### src/rtl/wb_pkg.sv
// -----------------------------------------------------------------------------
// wb_pkg
// Shared Wishbone B4 definitions for the SRAM arbiter slice:
//   - CTI / BTE field widths and code points
//   - arbiter FSM state encoding (wb_arb_state_t)
//   - wb_cti_rewrite(): maps an owner CTI onto one the SRAM slave terminates on
// -----------------------------------------------------------------------------
package wb_pkg;

    localparam int WB_CTI_W = 3;
    localparam int WB_BTE_W = 2;

    localparam logic [WB_CTI_W-1:0] WB_CTI_CLASSIC      = 3'b000;
    localparam logic [WB_CTI_W-1:0] WB_CTI_CONSTANT     = 3'b001;
    localparam logic [WB_CTI_W-1:0] WB_CTI_INCREMENTING = 3'b010;
    localparam logic [WB_CTI_W-1:0] WB_CTI_END_OF_BURST = 3'b111;

    localparam logic [WB_BTE_W-1:0] WB_BTE_LINEAR = 2'b00;
    localparam logic [WB_BTE_W-1:0] WB_BTE_4BEAT  = 2'b01;
    localparam logic [WB_BTE_W-1:0] WB_BTE_8BEAT  = 2'b10;
    localparam logic [WB_BTE_W-1:0] WB_BTE_16BEAT = 2'b11;

    typedef enum logic [1:0] {
        ARB_IDLE  = 2'd0,
        ARB_GRANT = 2'd1,
        ARB_FLUSH = 2'd2
    } wb_arb_state_t;

    // Only incrementing bursts and explicit end-of-burst are passed through;
    // everything else becomes a single terminated beat so the slave never
    // waits for a follow-on beat that will not come.
    function automatic logic [WB_CTI_W-1:0] wb_cti_rewrite(input logic [WB_CTI_W-1:0] cti);
        if (cti == WB_CTI_INCREMENTING || cti == WB_CTI_END_OF_BURST)
            return cti;
        return WB_CTI_END_OF_BURST;
    endfunction

endpackage

### src/rtl/wb_arb_pick.sv
// -----------------------------------------------------------------------------
// wb_arb_pick
// Combinational N-way one-hot picker. Scans the request vector starting at
// index ptr_i and wrapping modulo N; the first requester found wins.
// A pointer of 0 gives fixed lowest-index priority.
// Ports:
//   req_i   [N-1:0]      request vector
//   ptr_i   [PTR_W-1:0]  search start index (must be < N)
//   grant_o [N-1:0]      one-hot winner, 0 when no request
// -----------------------------------------------------------------------------
module wb_arb_pick #(
    parameter int N     = 2,
    parameter int PTR_W = 1
) (
    input  logic [N-1:0]     req_i,
    input  logic [PTR_W-1:0] ptr_i,
    output logic [N-1:0]     grant_o
);

    logic             found;
    logic [PTR_W:0]   sum;
    logic [PTR_W-1:0] idx;

    always_comb begin
        grant_o = '0;
        found   = 1'b0;
        sum     = '0;
        idx     = '0;
        for (int i = 0; i < N; i++) begin
            // One extra bit holds ptr+i before the modulo-N wrap.
            sum = {1'b0, ptr_i} + (PTR_W+1)'(i);
            if (sum >= (PTR_W+1)'(N))
                sum = sum - (PTR_W+1)'(N);
            idx = sum[PTR_W-1:0];
            if (!found && req_i[idx]) begin
                grant_o[idx] = 1'b1;
                found        = 1'b1;
            end
        end
    end

endmodule

### src/rtl/wb_sram_arbiter.sv
// -----------------------------------------------------------------------------
// wb_sram_arbiter
// Wishbone B4 N-to-1 arbiter sharing one sram_wb slave among several masters.
// A master owns the slave for a whole classic cycle or incrementing burst; the
// grant is released only after the end-of-burst ack, or after a short flush
// when the owner abandons its cycle. CTI is rewritten so the slave always sees
// a terminating transfer.
//
// Configuration macro: WB_ARB_ROUND_ROBIN_EN
//   defined   -> round-robin arbitration (pointer advances past each winner)
//   undefined -> fixed priority, lowest index wins
//
// Ports (N = OPTN_NUM_MASTERS):
//   i_wb_clk, i_wb_rst              clock, async active-high reset
//   i_wb_cyc/stb/we   [N]           per-master controls
//   i_wb_cti [3N], i_wb_bte [2N]    per-master burst info
//   i_wb_sel/addr/data              per-master select/address/write data
//   o_wb_ack [N]                    per-master ack (owner only)
//   o_wb_data                       read data broadcast to all masters
//   o_sl_*                          slave-side Wishbone outputs
//   i_sl_ack, i_sl_data             slave ack and read data
//   o_grant [N]                     one-hot current owner
// -----------------------------------------------------------------------------
module wb_sram_arbiter
    import wb_pkg::*;
#(
    parameter int OPTN_NUM_MASTERS   = 2,
    parameter int OPTN_WB_DATA_WIDTH = 16,
    parameter int OPTN_WB_ADDR_WIDTH = 32,
    parameter int WB_DATA_SIZE       = OPTN_WB_DATA_WIDTH/8
) (
    input  logic                                       i_wb_clk,
    input  logic                                       i_wb_rst,
    input  logic [OPTN_NUM_MASTERS-1:0]                i_wb_cyc,
    input  logic [OPTN_NUM_MASTERS-1:0]                i_wb_stb,
    input  logic [OPTN_NUM_MASTERS-1:0]                i_wb_we,
    input  logic [OPTN_NUM_MASTERS*3-1:0]              i_wb_cti,
    input  logic [OPTN_NUM_MASTERS*2-1:0]              i_wb_bte,
    input  logic [OPTN_NUM_MASTERS*WB_DATA_SIZE-1:0]   i_wb_sel,
    input  logic [OPTN_NUM_MASTERS*OPTN_WB_ADDR_WIDTH-1:0] i_wb_addr,
    input  logic [OPTN_NUM_MASTERS*OPTN_WB_DATA_WIDTH-1:0] i_wb_data,
    output logic [OPTN_NUM_MASTERS-1:0]                o_wb_ack,
    output logic [OPTN_WB_DATA_WIDTH-1:0]              o_wb_data,
    output logic                                       o_sl_cyc,
    output logic                                       o_sl_stb,
    output logic                                       o_sl_we,
    output logic [2:0]                                 o_sl_cti,
    output logic [1:0]                                 o_sl_bte,
    output logic [WB_DATA_SIZE-1:0]                    o_sl_sel,
    output logic [OPTN_WB_ADDR_WIDTH-1:0]              o_sl_addr,
    output logic [OPTN_WB_DATA_WIDTH-1:0]              o_sl_data,
    input  logic                                       i_sl_ack,
    input  logic [OPTN_WB_DATA_WIDTH-1:0]              i_sl_data,
    output logic [OPTN_NUM_MASTERS-1:0]                o_grant
);

    localparam int N     = OPTN_NUM_MASTERS;
    localparam int DW    = OPTN_WB_DATA_WIDTH;
    localparam int AW    = OPTN_WB_ADDR_WIDTH;
    localparam int SW    = WB_DATA_SIZE;
    localparam int PTR_W = (N > 1) ? $clog2(N) : 1;

    wb_arb_state_t    state_q, state_d;
    logic [N-1:0]     grant_q, grant_d;
    logic [1:0]       cnt_q, cnt_d;
    logic [N-1:0]     req;
    logic [N-1:0]     pick;
    logic [PTR_W-1:0] ptr_sel;

    logic             own_cyc, own_stb, own_we;
    logic [2:0]       own_cti;
    logic [1:0]       own_bte;
    logic [SW-1:0]    own_sel;
    logic [AW-1:0]    own_addr;
    logic [DW-1:0]    own_data;

    assign req = i_wb_cyc & i_wb_stb;

    wb_arb_pick #(
        .N     (N),
        .PTR_W (PTR_W)
    ) u_pick (
        .req_i   (req),
        .ptr_i   (ptr_sel),
        .grant_o (pick)
    );

`ifdef WB_ARB_ROUND_ROBIN_EN
    logic [PTR_W-1:0] ptr_q, ptr_d;
    logic [PTR_W-1:0] win_idx;

    always_comb begin
        win_idx = '0;
        for (int i = 0; i < N; i++)
            if (pick[i])
                win_idx = PTR_W'(i);
    end

    // Next search starts just past the winner so it goes to the back of the line.
    always_comb begin
        ptr_d = ptr_q;
        if (state_q == ARB_IDLE && |req)
            ptr_d = (win_idx == PTR_W'(N-1)) ? '0 : win_idx + 1'b1;
    end

    always_ff @(posedge i_wb_clk or posedge i_wb_rst) begin
        if (i_wb_rst)
            ptr_q <= '0;
        else
            ptr_q <= ptr_d;
    end

    assign ptr_sel = ptr_q;
`else
    assign ptr_sel = '0;
`endif

    // AND-OR mux of the owner's signals; grant_q is one-hot or zero.
    always_comb begin
        own_cyc  = 1'b0;
        own_stb  = 1'b0;
        own_we   = 1'b0;
        own_cti  = '0;
        own_bte  = '0;
        own_sel  = '0;
        own_addr = '0;
        own_data = '0;
        for (int i = 0; i < N; i++) begin
            own_cyc  = own_cyc | (grant_q[i] & i_wb_cyc[i]);
            own_stb  = own_stb | (grant_q[i] & i_wb_stb[i]);
            own_we   = own_we  | (grant_q[i] & i_wb_we[i]);
            own_cti  = own_cti  | ({3{grant_q[i]}}  & i_wb_cti[i*3 +: 3]);
            own_bte  = own_bte  | ({2{grant_q[i]}}  & i_wb_bte[i*2 +: 2]);
            own_sel  = own_sel  | ({SW{grant_q[i]}} & i_wb_sel[i*SW +: SW]);
            own_addr = own_addr | ({AW{grant_q[i]}} & i_wb_addr[i*AW +: AW]);
            own_data = own_data | ({DW{grant_q[i]}} & i_wb_data[i*DW +: DW]);
        end
    end

    // Slave side is only driven while a grant is live; IDLE and FLUSH present
    // a quiet bus with CTI at end-of-burst.
    always_comb begin
        o_sl_cyc  = 1'b0;
        o_sl_stb  = 1'b0;
        o_sl_we   = 1'b0;
        o_sl_cti  = WB_CTI_END_OF_BURST;
        o_sl_bte  = '0;
        o_sl_sel  = '0;
        o_sl_addr = '0;
        o_sl_data = '0;
        o_wb_ack  = '0;
        if (state_q == ARB_GRANT) begin
            o_sl_cyc  = own_cyc;
            o_sl_stb  = own_stb;
            o_sl_we   = own_we;
            o_sl_cti  = wb_cti_rewrite(own_cti);
            o_sl_bte  = own_bte;
            o_sl_sel  = own_sel;
            o_sl_addr = own_addr;
            o_sl_data = own_data;
            o_wb_ack  = grant_q & {N{i_sl_ack}};
        end
    end

    assign o_wb_data = i_sl_data;
    assign o_grant   = grant_q;

    always_comb begin
        state_d = state_q;
        grant_d = grant_q;
        cnt_d   = cnt_q;
        case (state_q)
            ARB_IDLE: begin
                if (|req) begin
                    grant_d = pick;
                    state_d = ARB_GRANT;
                end
            end
            ARB_GRANT: begin
                // A terminating ack wins over an abandoned cycle in the same beat.
                if (i_sl_ack && o_sl_cti == WB_CTI_END_OF_BURST) begin
                    state_d = ARB_IDLE;
                    grant_d = '0;
                end else if (!own_cyc) begin
                    state_d = ARB_FLUSH;
                    cnt_d   = 2'd3;
                end
            end
            ARB_FLUSH: begin
                // Give the slave up to three cycles to drain its pending beat.
                if (i_sl_ack || cnt_q <= 2'd1) begin
                    state_d = ARB_IDLE;
                    grant_d = '0;
                    cnt_d   = '0;
                end else begin
                    cnt_d = cnt_q - 2'd1;
                end
            end
            default: begin
                state_d = ARB_IDLE;
                grant_d = '0;
                cnt_d   = '0;
            end
        endcase
    end

    always_ff @(posedge i_wb_clk or posedge i_wb_rst) begin
        if (i_wb_rst) begin
            state_q <= ARB_IDLE;
            grant_q <= '0;
            cnt_q   <= '0;
        end else begin
            state_q <= state_d;
            grant_q <= grant_d;
            cnt_q   <= cnt_d;
        end
    end

endmodule

### config.mk
export PLATFORM = sky130hd
export DESIGN_NAME = wb_sram_arbiter
export DESIGN_NICKNAME = d
export VERILOG_FILES = /design/src/rtl/wb_pkg.sv /design/src/rtl/wb_arb_pick.sv /design/src/rtl/wb_sram_arbiter.sv
export SDC_FILE = /design/constraint.sdc
export NUM_CORES = 1
export LEC_CHECK = 0
export CAP_MARGIN = 5
export CORE_AREA = 2 2 82 84
export DETAILED_ROUTE_END_ITERATION = 7
export DIE_AREA = 0 0 84 86
export GPL_TIMING_DRIVEN = 1
export MAX_ROUTING_LAYER = met4
export PLACE_DENSITY_LB_ADDON = 0.08
export SETUP_SLACK_MARGIN = 0.02
export SYNTH_ARGS = -nofsm -noshare
export SYNTH_HDL_FRONTEND = slang
export SYNTH_HIERARCHICAL = 1
export SYNTH_SLANG_ARGS = --single-unit
### constraint.sdc
create_clock -name i_wb_clk -period 2.1 [get_ports i_wb_clk]
set_input_delay 0.42 -clock i_wb_clk [delete_from_list [all_inputs] [get_ports i_wb_clk]]
set_output_delay 0.42 -clock i_wb_clk [all_outputs]
set_load 0.02 [all_outputs]
# == After elaboration in Yosys (flattened, before gate mapping) ==
# Cells that the tools add are included.
# totals
word_cells,81
output_inout_bits,78
input_bits,135
register_bits,6
# classes
n_reduce_logical,10
eq_ne,11
addsub,1
muxes,28
n_bitwise,27
n_lt_le_gt_ge,1
# ops
op,n
bitwise AND 32 bit,2
bitwise AND 16 bit,2
two-way mux 32 bit,1
OR 32 bit,1
two-way mux 2 bit,13
case mux 2 bit (3 select lines),3
two-way mux 16 bit,1
OR 16 bit,1
bitwise AND 2 bit,6
two-way mux 3 bit,3
AND reduction 3 bit,3
"inequality test 2 bit, second input constant",4
two-way mux 1 bit,7
bitwise AND 1 bit,6
bitwise AND 3 bit,2
"== test 3 bit, second input constant",2
OR 2 bit,2
"== test 3 x 2 -> 1 bit, second input constant",1
"inequality test 3 x 2 -> 1 bit, second input constant",1
OR 1 bit,3
OR 3 bit,1
"== test 2 x 1 -> 1 bit, second input constant",1
"== test 2 bit, second input constant",1
"<= comparator 2 x 1 -> 1 bit, second input constant",1
other kinds (8),10

# == Depth between registers and ports, before layout ==
# Gate-level depths: netlist of run 1.
# logic_depth
ltp_word,12
mapped_depth,7

# == Cells and area by module ==
# The synthesis of run 1 kept the hierarchy.
# by_module_without_submodules
mod,seq_area_each_um2,instances,area_per_inst_um2,cells_per_inst
wb_sram_arbiter,150.1,1,1192.4,144
wb_arb_pick,0.0,1,18.8,3

# == Worst setup path after synthesis of run 1 ==
# No wires, ideal clock.
# synth_timing
kind,register to output
from,register state_q[1]
to,output o_sl_addr[0]
arrival_time_ns,1.388
stages_incl_launch_ff,7
path_slack_ns,0.292
cell_sequence,dfrtp_1 -> inv_1 -> ha_1 -> and2_1 -> buf_2 -> buf_2 -> a22o_1
# synth_via
elab_chain_len,2
# synth_rtl
item,line,source
start: declaration,wb_sram_arbiter.sv:63,"wb_arb_state_t state_q, state_d;"
start signal: assignment,wb_sram_arbiter.sv:213,state_q <= state_d;
== test 2 x 1 -> 1 bit,wb_sram_arbiter.sv:152,if (state_q == ARB_GRANT) begin
two-way mux 32 bit,wb_sram_arbiter.sv:152,
end: declaration,wb_sram_arbiter.sv:50,"output logic [OPTN_WB_ADDR_WIDTH-1:0] o_sl_addr,"
# No other way between the ends.

# == Worst setup path in the final report of run 1 ==
# layout_timing
from,register state_q[0]
to,output o_sl_addr[30]
# The elaborated chain is that of the path after synthesis.

==> key figures, run 1 <==
Outcome
  – Status: complete, no violations

Floorplanning
  – I/O pin count: 213
  – Height of the chip: 86 um
  – Die ar.: 7220 um^2
  – Die W: 84 um
  – Starting Density: 19.3%
  – Core Area: 6280 um^2
  – # rows: 29

Critical path
  – Critical path data arrival time: 1650 ps
  – Reg-to-reg endpoint: state_q[0]
  – Crit end category: output port
  – Reg2reg path depth: 7
  – Startpoint Class: register
  – Crit Path Category: reg2out
  – Crit path max fanout: 7
  – CP required: ~1700 ps
  – FF-to-FF Start: state_q[0]
  – Reg2Reg Setup Slack: 300 ps

Place
  – Placed insts: ~400
  – PortBufs: 179
  – DP Wirelength: 5990 um
  – Gpl congestion: slightly below 0.8

Layout
  – Layout fillers: 619
  – Commonest non-fill, non-tap cell in the layout: clkdlybuf4s50_1
  – Total inserted antenna cells: 0
  – Layout Nets: 469
  – Commonest non-fill, non-tap cells in the layout: clkdlybuf4s50_1 (120), a22o_1 (54), buf_4 (40), buf_6 (23), inv_1 (8)
  – P&R area growth vs syn: 164%
  – Final std cells w/o fill: 405
  – Share of post-route cells with drive strength above 1: 29.6%

Clock tree
  – CTS Sinks: 6
  – H-tree levels: 1
  – Worst skew pair latency: 220 ps
  – CTS Buffer Depth: 2
  – Reg clk slew, reported paths: 40 ps
  – Hold-fix buffers at CTS: 0
  – Root Buffer: clkbuf_8
  – TritonCTS clock tree: yes
  – CTS Buf Count: 3

Detailed routing
  – Antenna viol nets, final: 0
  – Initial DRT Pass Iterations: 4
  – Avg WL per Cell: ~18 um
  – DRT Wirelength: 7410 um
  – Vias: about 1,900
  – Met3 routed WL: between 800 and 900 um
  – DR top layer: met4
  – DR WL met2: roughly 3500 um
  – Met1 WL: between 3000 and 4000 um
  – Routed vias/inst: roughly 4.7
  – # DRC: 0
  – Number of DRC markers in iteration 0: a little over 80

Power and ir drop
  – Peak VDD IR: 0.000428 V
  – Power density over cell area: 625 nW/um^2
  – Leak pwr: 0.00143 uW

STA
  – Endpoints failing setup: 0
  – Highest clock rate: a little under 0.5 GHz
  – Worst Clk Skew: 1.40 ps
  – Final hold viol count: 0
  – Tmin final: 2070 ps
  – Setup TNS: 0 ps
  – RSZ-0062 raised after global routing: true
  – Fin crit share: 98.6%
  – Final slew viol count: 0

Logic synthesis
  – Synthesized flop and latch total: 6
  – Unique masters post-synth: 34
  – Mapped Cells: 147
  – Syn. warnings: 6
  – Avg Cell Area, Syn: slightly above 8 um^2
  – Mapped Area: 1210 um^2
  – Register area share after synthesis: 12.4%

Hold path
  – Worst min path class: in2async

Run
  – Max-cap violations: 0

Global route
  – Initial antenna violation count: 0
  – Pin count of the biggest net entering global routing: 18
  – First-pass GRT wire length: 10,700 um
  – GRT Resource Usage Total: between 10% and 20%
  – Vias in the first global route: 1,935
  – Gr ovfl total: 0
==> cell usage after synthesis <==
| master | count | area share (%) |
|---|---|---|
| and3_2 | 1 | 0.62 |
| buf_4 | 17 | 11 |
| nand4_2 | 1 | 1.0 |
| nand2_1 | 6 | 1.9 |
| mux2i_1 | 2 | 1.7 |
| inv_1 | 9 | 2.8 |
| and2_1 | 4 | 2.1 |
| and3_1 | 1 | 0.52 |
| nor2_1 | 3 | 0.93 |
| a21oi_1 | 3 | 1.2 |
| a31oi_1 | 1 | 0.52 |
| and4bb_2 | 1 | 1.0 |
| or2b_1 | 1 | 0.62 |
| a311o_1 | 2 | 1.7 |
| nand3b_1 | 1 | 0.62 |
| and4_1 | 1 | 0.72 |
| a21boi_2 | 1 | 0.93 |
| a22o_1 | 54 | 39 |
| o21ai_1 | 2 | 0.83 |
| a22oi_1 | 1 | 0.62 |
| a21oi_2 | 1 | 0.72 |
| o221ai_1 | 1 | 0.72 |
| dfrtp_1 | 6 | 12 |
| mux2_1 | 1 | 0.93 |
| ha_1 | 4 | 4.1 |
| a31o_1 | 1 | 0.72 |
| a21boi_1 | 2 | 1.2 |
| a22o_4 | 1 | 1.4 |
| conb_1 | 2 | 0.62 |
| nand4_1 | 1 | 0.52 |
| buf_2 | 12 | 5.0 |
| clkbuf_1 | 1 | 0.31 |
| a21boi_0 | 1 | 0.62 |
| a22o_2 | 1 | 0.83 |
==> flip-flops by register name, indices dropped and copies added (netlist names) <==
name     count
state_q      2
o_grant      2
cnt_q        2
==> cells by family (layout without fill, tap and decap cells) <==
logic type	count (synthesis)	after routing	synth area share, %
buf+inv	39	219	18.6
compound gates	72	72	51.1
fa+ha+maj	4	4	4.13
mux	3	3	2.58
other cells	2	3	0.620
flops	6	6	12.4
simple gates	21	21	10.5
==> cell type report <==
type	count	area, um^2	area share (%)
multi-input combinational	103	865	27.1
inverter	9	33.8	1.06
clock buffer	3	41.3	1.29
timing repair buffer	207	2010	62.9
sequential	6	150	4.70
tap	77	96.3	3.01
==> critical path, cell delays in order (launching register included) <==
cell	delay, ps
dfrtp_1	410
ha_4	180
and2_4	170
buf_12	140
buf_6	120
a22o_1	250
buf_6	150
==> worst max path at each step <==
stage / startpoint / end / slack [ps] / cells after the start
global placement: i_wb_cti[1] / o_sl_cti[0] / -180 / 4
detailed placement: i_wb_cti[1] / o_sl_cti[0] / -180 / 4
floorplan: state_q[1] / o_sl_addr[0] / 290 / 6
global route: state_q[0] / o_sl_addr[30] / -10 / 6
finish: state_q[0] / o_sl_addr[30] / 30 / 6
CTS: state_q[0] / o_sl_addr[14] / -1 / 6
==> timing repair <==
item | 4_1_cts | 5_1_grt
pin swaps | 4 | 11
buffers inserted | 5 | 0
setup endpoints to repair | 58 | 52
cloned | 1 | 0
gates resized for setup | 223 | 19
==> per-stage QoR <==
step | setup WS (ps) | cell area [um^2] | total power, uW | hold slack [ps] | utilization (%)
floorplan | 292 | 1210 | 1010 | 211 | -
global placement | -183 | 3100 | 1780 | 532 | 49.3
detailed placement | -184 | 3100 | 1770 | 539 | 49.3
CTS | -1.35 | 3140 | 1970 | 422 | 50.1
global route | -10.6 | 3200 | 2140 | 441 | 50.9
finish | 30.0 | 3200 | 2000 | 419 | 50.9
==> layer usage <==
| metal | global-route usage (%) | vias up |
|---|---|---|
| met2 | 31.6 | 106 |
| li1 | - | 920 |
| met4 | 3.37 | 0 |
| met5 | - | - |
| met3 | 8.37 | 6 |
| met1 | 22.8 | 861 |
==> where the power goes <==
| group | internal (uW) | leakage (uW) | switching [uW] |
|---|---|---|---|
| Sequential | 165 | 0.0000781 | 37.6 |
| Clock | 123 | 0.0000216 | 47.4 |
| Combinational | 856 | 0.00133 | 768 |
Note: power is estimated with default switching activity, not from simulation.
==> inputs of run 2 (changes only) <==
- MAX_ROUTING_LAYER: met4 -> default
==> key figures, run 2 (synthesis results as in run 1) <==
Outcome
  – Status: complete, no violations

Global route
  – Pin count of the biggest net entering global routing: 18
  – First-pass GRT wire length: 10,700 um
  – Initial antenna violation count: 0
  – Vias in the first global route: 1,935
  – Gr ovfl total: 0
  – GRT Resource Usage Total: 18.9%

Floorplanning
  – # rows: 29
  – I/O pin count: approximately 210
  – Die ar.: 7220 um^2
  – Starting Density: 19.3%
  – Die W: ~84 um
  – Height of the chip: 86 um
  – Core Area: 6280 um^2

Detailed routing
  – # DRC: 0
  – Avg WL per Cell: 18.3 um
  – DRT Wirelength: 7410 um
  – Routed vias/inst: 4.66
  – Initial DRT Pass Iterations: 4
  – Number of DRC markers in iteration 0: 81
  – Vias: 1,886
  – Antenna viol nets, final: 0

Power and ir drop
  – Power after layout: 2000 uW
  – Peak VDD IR: approximately 0.00043 V
  – Leak pwr: 0.00143 uW
  – Power density over cell area: 625 nW/um^2

Layout
  – Commonest non-fill, non-tap cell in the layout: clkdlybuf4s50_1
  – P&R area growth vs syn: 164%
  – Final std cells w/o fill: 405
  – Total inserted antenna cells: 0
  – Share of post-route cells with drive strength above 1: 29.6%
  – Layout fillers: between 600 and 700
  – Layout Nets: 469
  – Commonest non-fill, non-tap cells in the layout: clkdlybuf4s50_1 (120), a22o_1 (54), buf_4 (40), buf_6 (23), inv_1 (8)

STA
  – Fin crit share: ~99%
  – Highest clock rate: about 0.48 GHz
  – Endpoints failing setup: 0
  – Setup TNS: 0 ps
  – Worst hold margin: 419 ps
  – Worst Clk Skew: 0.757 ps
  – RSZ-0062 raised after global routing: true
  – Final hold viol count: 0
  – Tmin final: 2070 ps
  – Final slew viol count: 0

Clock tree
  – H-tree levels: 1
  – CTS Sinks: 6
  – CTS Buf Count: 3
  – Worst skew pair latency: 220 ps
  – Reg clk slew, reported paths: 40 ps
  – TritonCTS clock tree: yes
  – Hold-fix buffers at CTS: 0
  – Root Buffer: clkbuf_8
  – CTS Buffer Depth: 2

Critical path
  – Critical path data arrival time: 1650 ps
  – Crit Path Category: reg2out
  – Critical path's top delay family: buffers and inverters
  – CP Buf/Inv Count: 3
  – CP required: 1680 ps
  – Slowest CP cell: dfrtp_1
  – Most Frequent Cell on Critical Path: buf_6
  – Worst path max stage delay: 410 ps
  – Crit end category: output port
  – Cell Chain, Critical Path: ha_4, and2_4, buf_12, buf_6, a22o_1, buf_6
  – Crit path max fanout: 7
  – Startpoint Class: register

Place
  – Gpl congestion: between 0.7 and 0.8
  – PortBufs: 179
  – Placed insts: between 300 and 400
  – DP Wirelength: ~6000 um

Hold path
  – Worst min path class: in2async

Run
  – Max-cap violations: 0
[run 2: metrics by stage]
stage	setup slack, ps	utilization, %	instance area [um^2]
detailed placement	-184	49.3	3100
CTS	-1.35	50.1	3140
floorplan	292	-	1210
global route	-10.6	50.9	3200
global placement	-183	49.3	3100
finish	31.0	50.9	3200
[run 2: report_power, final]
group | switching [uW] | internal [uW] | total, uW
clock network | 48.1 | 123 | 171
logic | 767 | 856 | 1620
registers | 37.7 | 165 | 202
[run 2: layer usage]
| layer | global-route usage (%) | vias up | share of wire [%] |
|---|---|---|---|
| met4 | 3.37 | 0 | 0.43 |
| met1 | 22.8 | 861 | 41 |
| li1 | - | 918 | - |
| met2 | 31.6 | 101 | 47 |
| met3 | 8.28 | 6 | 12 |
| met5 | 0 | - | 0 |
[run 2: layout make-up]
| cell class | count | area, um^2 | area share, % |
|---|---|---|---|
| Tap cell | 77 | 96.3 | 3.01 |
| Inverter | 9 | 33.8 | 1.06 |
| Sequential cell | 6 | 150 | 4.70 |
| Clock buffer | 3 | 41.3 | 1.29 |
| Timing Repair Buffer | 207 | 2010 | 62.9 |
| Multi-Input combinational cell | 103 | 865 | 27.1 |
[run 2: worst paths after layout]
path | from | endpoint | slack, ps | depth (start not counted)
max | state_q[0] | o_sl_addr[30] | 30 | 6
max reg2reg | state_q[0] | state_q[0] | 300 | 7
max in group asynchronous | i_wb_rst | cnt_q[0] | 1480 | 2
min reg2reg | o_grant[0] | o_grant[0] | 540 | 2
min in group i_wb_clk | o_grant[0] | o_grant[0] | 540 | 2
min | i_wb_rst | o_grant[0] | 420 | 2
[run 2: what timing repair did]
action                                  in CTS  in global routing
endpoints found under the setup margin      58                 52
gates resized for setup                    223                 19
gates cloned                                 1                  0
pin swaps                                    4                 11
buffers inserted                             5                  0
==> inputs of run 3 (changes only) <==
- ABC_AREA: default -> 1
- CAP_MARGIN: 5 -> 0
==> key figures, run 3 <==
Outcome
  – Status: complete, no violations

Power and ir drop
  – Internal power: 1160 uW
  – Switching Fraction: approximately 46%
  – Peak VDD IR: roughly 0.00046 V
  – Leak pwr: between 0.001 and 0.0015 uW
  – Comb power frac: 82.4%
  – Sw Pwr: roughly 1000 uW
  – Power density over cell area: 697 nW/um^2
  – Register share of total power: 9.2%
  – Clock network power share: 8.4%

STA
  – Endpoints failing setup: 0
  – Final slew viol count: 0
  – Fin crit share: 97.4%
  – RSZ-0062 raised after global routing: true
  – Tmin final: 2050 ps
  – Highest clock rate: 0.489 GHz
  – Final hold viol count: 0
  – Worst Clk Skew: 2.87 ps
  – Worst hold margin: 410 ps
  – Setup ws final: 54.6 ps

Critical path
  – Crit path max fanout: 13
  – Worst path max stage delay: 410 ps
  – Crit Path Category: reg2out
  – Crit end category: output port
  – Startpoint Class: register
  – Cell Chain, Critical Path: ha_4, nand2_4, inv_4, bufbuf_16, a22o_1, buf_4
  – Critical path data arrival time: between 1500 and 2000 ps
  – Slowest CP cell: dfrtp_1
  – CP required: 1680 ps

Layout
  – Total inserted antenna cells: 0
  – Commonest non-fill, non-tap cells in the layout: clkdlybuf4s50_1 (120), a22o_1 (54), nand2_1 (30), buf_2 (29), buf_4 (25)
  – Design area: between 3000 and 4000 um^2
  – Share of post-route cells with drive strength above 1: around 28%
  – P&R area growth vs syn: 155%
  – Layout Nets: 490
  – Final std cells w/o fill: 426
  – Commonest non-fill, non-tap cell in the layout: clkdlybuf4s50_1
  – Final Util: 49.3%

Place
  – Gpl congestion: roughly 0.81
  – Dpl ws: -135 ps
  – Placed insts: 418
  – DP Wirelength: slightly above 6000 um
  – PortBufs: 179
  – Cell Area, Placed: 3100 um^2

Floorplanning
  – Height of the chip: ~86 um
  – Die ar.: 7220 um^2
  – Starting Density: between 10% and 20%
  – Die W: 84 um
  – Core Area: 6280 um^2
  – I/O pin count: 213
  – # rows: 29

Detailed routing
  – # DRC: 0
  – Avg WL per Cell: roughly 18 um
  – Routed vias/inst: 4.52
  – Initial DRT Pass Iterations: 6
  – Antenna viol nets, final: 0
  – Vias: 1,926
  – DRT Wirelength: 7670 um
  – Number of DRC markers in iteration 0: 53

Logic synthesis
  – Cell taking the most area after synthesis: a22o_1
  – Post-synth EDFFs: 0
  – Mapped Area: 1210 um^2
  – Async S/R FF share, synth: 100%
  – Synthesized flop and latch total: 6
  – Register area share after synthesis: between 10 and 15%
  – Primary FF master, synth: dfrtp_1
  – Unique masters post-synth: 17
  – Most frequent cells after synthesis: a22o_1 (54), nand2_1 (32), buf_4 (17), inv_1 (17), buf_2 (10)
  – Top post-synthesis cells by area: a22o_1 (39%), dfrtp_1 (12%), buf_4 (11%)
  – Avg Cell Area, Syn: 7.05 um^2
  – Mapped Cells: around 170
  – Most common cell in the netlist: a22o_1
  – Syn. warnings: 6
  – Share of the synthesized area in the top cell type: 39.0%

Global route
  – Pin count of the biggest net entering global routing: 23
  – First-pass GRT wire length: 11,100 um
  – GRT Resource Usage Total: 19.4%
  – Gr ovfl total: 0
  – Initial antenna violation count: 0
  – Vias in the first global route: 1,910

Clock tree
  – Reg clk slew, reported paths: 40 ps
  – Worst skew pair latency: about 230 ps
  – CTS Sinks: 6
  – CTS Buf Count: 3
  – H-tree levels: 1
  – CTS Buffer Depth: 2
  – Root Buffer: clkbuf_8
  – TritonCTS clock tree: yes

Run
  – Max-cap violations: 0

Hold path
  – Worst min path class: in2async
[run 3: cell types whose count changed in the layout (fill, tap and decap cells not counted), sizes merged, moves of 3 or more]
| cell | change |
|---|---|
| buf | -8 |
| and2 | -4 |
| nor2 | +3 |
| nand2 | +33 |
| clkdlybuf4s15 | +3 |
| inv | +10 |
| a21boi | -3 |
| dlygate4sd2 | -3 |
| nand3 | +8 |
[run 3: area by class of cell]
| cell class | count | area [um^2] |
|---|---|---|
| multi-input cells | 121 | 840 |
| well taps | 77 | 96.3 |
| clock buffers | 3 | 41.3 |
| inverters | 19 | 78.8 |
| flip-flops and latches | 6 | 150 |
| repair buffers | 200 | 1890 |
| fillers | 627 | 3180 |
[run 3: worst paths after layout]
path,startpoint,end,slack [ps],depth (start not counted)
worst max-delay path,state_q[0],o_sl_addr[16],50,6
worst min-delay path,i_wb_rst,cnt_q[1],410,2
worst min register to register,cnt_q[0],cnt_q[0],500,2
max in group asynchronous,i_wb_rst,o_grant[1],1490,2
worst max register to register,state_q[0],cnt_q[1],490,11
min in group i_wb_clk,cnt_q[0],cnt_q[0],500,2
[run 3: worst max-delay path: cells and delay by family, from the launching register on]
kind / cells / cell delay (ps)
flip-flops: 1 / 410
adder cells (fa/ha/maj): 1 / 190
AND/OR/NAND/NOR: 1 / 70
AO/OA/AOI/OAI: 1 / 220
buffers and inverters: 3 / 500
[run 3: cell families after synthesis]
family	share of synthesized area (%)
compound gates	41.5
fa+ha+maj	4.13
buf+inv	20.5
flops	12.4
other cells	0.619
simple gates	20.8
[run 3: routing by layer]
layer | wire (um) | global-route usage (%) | up-vias
met3 | 530 | 4.23 | 8
li1 | - | - | 951
met2 | 3840 | 35.1 | 93
met5 | 0 | 0 | -
met4 | 88 | 2.79 | 0
met1 | 3220 | 24.2 | 874
[run 3: power by group through the flow]
stage                     Combinational [uW]  Sequential [uW]  Clock (uW)
after floorplan                          910              211           0
after global placement                  1800              192           0
after detailed placement                1800              191           0
after CTS                               1750              192         185
after global routing                    1910              205         194
final                                   1780              199         180
[run 3: repair_timing]
action | in CTS | in global routing
pin swaps | 0 | 1
gates cloned | 1 | 1
gates resized for setup | 225 | 29
setup buffers | 3 | 0
hold buffers | 0 | 0
endpoints found under the setup margin | 59 | 43
[run 3: per-stage QoR]
step	power [uW]	TNS [ps]
3_3_place_gp	1990	-3480
5_1_grt	2310	0
2_1_floorplan	1120	0
6_report	2160	0
4_1_cts	2130	0
3_5_place_dp	1990	-5050
